File: config.mk
export PLATFORM = sky130hd
export DESIGN_NAME = tick_timeout_watchdog
export DESIGN_NICKNAME = d
export VERILOG_FILES = /design/src/rtl/tick_timeout_watchdog.sv
export SDC_FILE = /design/constraint.sdc
export NUM_CORES = 1
export LEC_CHECK = 0
export ABC_AREA = 1
export ABC_CLOCK_PERIOD_IN_PS = 2510
export CORE_UTILIZATION = 39
export DETAILED_ROUTE_END_ITERATION = 16
export SLEW_MARGIN = 20
export SYNTH_ARGS = -nofsm -noshare
export SYNTH_HDL_FRONTEND = slang
export SYNTH_SLANG_ARGS = --single-unit
export TNS_END_PERCENT = 10
File: constraint.sdc
create_clock -name clock -period 2.51 [get_ports clock]
set_clock_uncertainty 0.05 [all_clocks]
set_input_delay 0.6275 -clock clock [delete_from_list [all_inputs] [get_ports clock]]
set_output_delay 0.6275 -clock clock [all_outputs]
set_load 0.03 [all_outputs]
File: src/rtl/tick_timeout_watchdog.sv
// Tick-based watchdog: once armed it counts timebase ticks up to a latched limit.
// It reports a timeout at the limit, or reports completion with the elapsed count when the awaited event arrives first.
module tick_timeout_watchdog #(
  parameter int COUNT_WIDTH = 16
) (
  input  logic                   clock,
  input  logic                   reset,
  input  logic                   tick,
  input  logic                   start,
  input  logic [COUNT_WIDTH-1:0] limit,
  input  logic                   done,
  input  logic                   abort,
  output logic                   busy,
  output logic                   timeout,
  output logic                   finished,
  output logic [COUNT_WIDTH-1:0] elapsed
);

  typedef enum logic {
    IDLE = 1'b0,
    RUN  = 1'b1
  } state_t;

  localparam logic [COUNT_WIDTH-1:0] ONE = {{(COUNT_WIDTH-1){1'b0}}, 1'b1};

  state_t                 state_q, state_d;
  logic [COUNT_WIDTH-1:0] count_q, count_d;
  logic [COUNT_WIDTH-1:0] limit_q, limit_d;
  logic [COUNT_WIDTH-1:0] elapsed_q, elapsed_d;
  logic                   timeout_q, timeout_d;
  logic                   finished_q, finished_d;

  logic [COUNT_WIDTH-1:0] countNext;
  logic                   limitHit;

  // The count includes this cycle's tick, so the limit and done both see it, and the count saturates at the limit.
  always_comb begin
    countNext = count_q;
    if (tick && (count_q != limit_q)) begin
      countNext = count_q + ONE;
    end
    limitHit = (countNext == limit_q);
  end

  always_comb begin
    state_d    = state_q;
    count_d    = count_q;
    limit_d    = limit_q;
    elapsed_d  = elapsed_q;
    timeout_d  = 1'b0;
    finished_d = 1'b0;
    case (state_q)
      IDLE: begin
        if (start) begin
          limit_d = limit;
          count_d = '0;
          state_d = RUN;
        end
      end
      RUN: begin
        if (abort) begin
          count_d = '0;
          state_d = IDLE;
        end else if (done) begin
          finished_d = 1'b1;
          elapsed_d  = countNext;
          count_d    = '0;
          state_d    = IDLE;
        end else if (start) begin
          limit_d = limit;
          count_d = '0;
        end else if (limitHit) begin
          timeout_d = 1'b1;
          elapsed_d = limit_q;
          count_d   = '0;
          state_d   = IDLE;
        end else begin
          count_d = countNext;
        end
      end
      default: begin
        state_d = IDLE;
      end
    endcase
  end

  always_ff @(posedge clock) begin
    if (reset) begin
      state_q    <= IDLE;
      count_q    <= '0;
      limit_q    <= '0;
      elapsed_q  <= '0;
      timeout_q  <= 1'b0;
      finished_q <= 1'b0;
    end else begin
      state_q    <= state_d;
      count_q    <= count_d;
      limit_q    <= limit_d;
      elapsed_q  <= elapsed_d;
      timeout_q  <= timeout_d;
      finished_q <= finished_d;
    end
  end

  assign busy     = (state_q == RUN);
  assign timeout  = timeout_q;
  assign finished = finished_q;
  assign elapsed  = elapsed_q;

endmodule
==> results.cfg <==
[worst_hold_path]
worst_hold_path_type = flip-flop to flip-flop
min_path_cells = 2

[synth]
synth_area_mm2 = 0.003216
syn_area_per_cell_um2 = 6.220
yosysWarnings = 0
synth_cells = 517
ys_seq_area_share_pct = 31.75
synth_nets = 540
synth_cell_types = 29
ys_ff_latch = 51

[route]
vias = 3650
wl_met3_um = 304
drcViolationCount = 0
vias_per_cell = 5.112
avgRoutedWirePerCell_um = 14.00
top_layer_used = met4
drtIter0Drc = 198
wl_met2_um = 4952
routed_wl_um = 9997
wl_met1_um = 4519
postRouteAntennaNets = 0
drt-pass1-iter-count = 5

[floorplan]
coreArea_mm2 = 0.007848
io_pins = 41
rows = 32
fp.dieW_um = 92.80
start_util_pct = 40.98
dieArea_mm2 = 0.008612
die_height_um = 92.80

[global_route]
antenna_found_initial = 0
grtUsageTotal_pct = 22.19
grt_pass1_wl_um = 15020
grt_start_max_net_pins = 33
grt_pass1_vias = 3137
grt-ovfl-total = 0

[setup_path]
start_kind = flip-flop
crit_path_frequent_cell = nand2_2
critPathMaxFanout = 8
ff2ff_path_depth = 20
crit_buf_inv = 4
worstPathArrival_ns = 2.66
cp-end-kind = flip-flop
cp.required_ns = 2.72
critical-path-slowest-cell = dfxtp_4
critical-path-top-delay-family = simple AND/OR/NAND/NOR gates
critical_path_class = flip-flop to flip-flop
cpPeakStageDelay_ns = 0.39
crit_cells = 20
crit_chain = inv_2 > nand2_2 > nand2_2 > nor2_1 > nand2_2 > nor2_4 > nand2_4 > buf_12 > nand2_2 > nand2_1 > nand2_1 > nand2_1 > clkinv_1 > nand3_2 > nor2_4 > nand3_4 > nand2_8 > buf_12 > a21oi_1 > nor2_1

[clock_tree]
path_clk_slew_ns = 0.10
postCtsHoldBufs = 0
cts_tree = yes
clkSinkCount = 51
clkLatencyLatePin_ns = 0.32
cts_buffers = 5
htree_levels = 2
cts_buffer_depth = 2
root_buffer = clkbuf_8

[sta]
finalHoldViolations = 0
max_clock_freq_mhz = 408.5
fin_crit_sh_pct = 97.53
holdWs_ns = 0.4314
finalCriticalPeriod_ns = 2.448
worstMarginPinSlew_ns = 0.4037
slew_headroom_pct = 72.80
finalSetupViolations = 0
setup_ws_ns = 0.06206
maxSlewViolCount = 0
rsz0062_at_grt = true

[finish]
syn2layout_area_growth_pct = 45.33
seq_area_mm2 = 0.001072
final_util_pct = 59.55
fin_area_mm2 = 0.004673
final_common_cell = nand2_1
final_cell_mix = nand2_1, buf_4, nand3_1, a21oi_1
drive_gt1_share_pct = 33.99
multi_input_area_mm2 = 0.002118
antenna_cells = 0
final_net_count = 634
nFillCells = 776

[pwr]
total_power_mw = 1.912
p_leak_nw = 1.882
power_density_mw_per_mm2 = 409.1
vdd_drop_max_mv = 0.2710

[run]
maxCapViolations = 0

[placed_design]
portBuffers = 40
dp.final_hpwl_um = 6813
postPlaceCellArea_mm2 = 0.004044
gp_congestion = 0.8987
place_ws_ns = -0.4947

[status]
outcome = completed
[final cells by class]
type | instances | share of cell area [%]
multi-input combinational | 379 | 45.33
clock inverter | 3 | 1.017
tap | 102 | 2.731
clock buffer | 5 | 1.473
timing repair buffer | 108 | 20.99
sequential | 51 | 22.95
inverter | 66 | 5.515
[worst register-to-register path, delay by kind of cell, from the launching register on]
family / cells / cell delay [ns]
compound gates: 1 / 0.06
buf+inv: 4 / 0.38
flops: 1 / 0.39
simple gates: 15 / 1.51
[logic make-up after synthesis]
| kind of cell | share of synthesized area, % |
|---|---|
| XOR/XNOR | 4.086 |
| buffers and inverters | 12.10 |
| AO/OA/AOI/OAI | 13.15 |
| AND/OR/NAND/NOR | 38.52 |
| flip-flops | 31.75 |
| adder cells (fa/ha/maj) | 0.3890 |
[per-layer routing]
metal	vias up	GRT usage [%]
li1	1845	-
met4	0	6.923
met5	-	0
met2	68	36.95
met1	1720	29.16
met3	17	3.530
[timing repair]
item                       in CTS  in global routing
resized for setup              10                114
setup endpoints to repair      16                 34
pin swaps                       2                 49
gates cloned                    1                  2
buffers inserted                0                 16
[worst paths after layout]
path | from | to | slack [ns]
min reg2reg | elapsed[9] | elapsed[9] | 0.43
min | elapsed[9] | elapsed[9] | 0.43
max reg2reg | count_q[2] | elapsed[13] | 0.06
max | count_q[2] | elapsed[13] | 0.06
[cells in the mapped netlist (all sizes together)]
master	n	share of area (%)
buf	11	2.9
nor4	6	1.4
clkinv	3	0.35
inv	63	7.4
nand4	4	0.78
xor2	15	4.1
ha	1	0.39
clkbuf	12	1.5
dfxtp	51	32
nand3	50	7.9
nor2	39	4.9
nand3b	8	1.9
o21ai	34	5.3
a21oi	49	7.9
nand2	164	20
nor3	7	1.2
[state kept, by name, indices dropped and copies added, names as in the netlist]
register,cells
busy,1
timeout,1
count_q,16
finished,1
elapsed,16
limit_q,16
[stage by stage]
stage	cells	TNS, ns
detailed placement	687	-12.62
finish	714	0
global placement	687	-11.26
CTS	696	0
global route	714	-1.522
floorplan	517	0
[report_power, final]
group          total [mW]  internal, mW  switching, mW
Combinational       0.437         0.179          0.259
Sequential          0.858         0.836         0.0220
Clock               0.617         0.303          0.314
Total                1.91          1.32          0.594
Power figures use the tool's default switching activity.
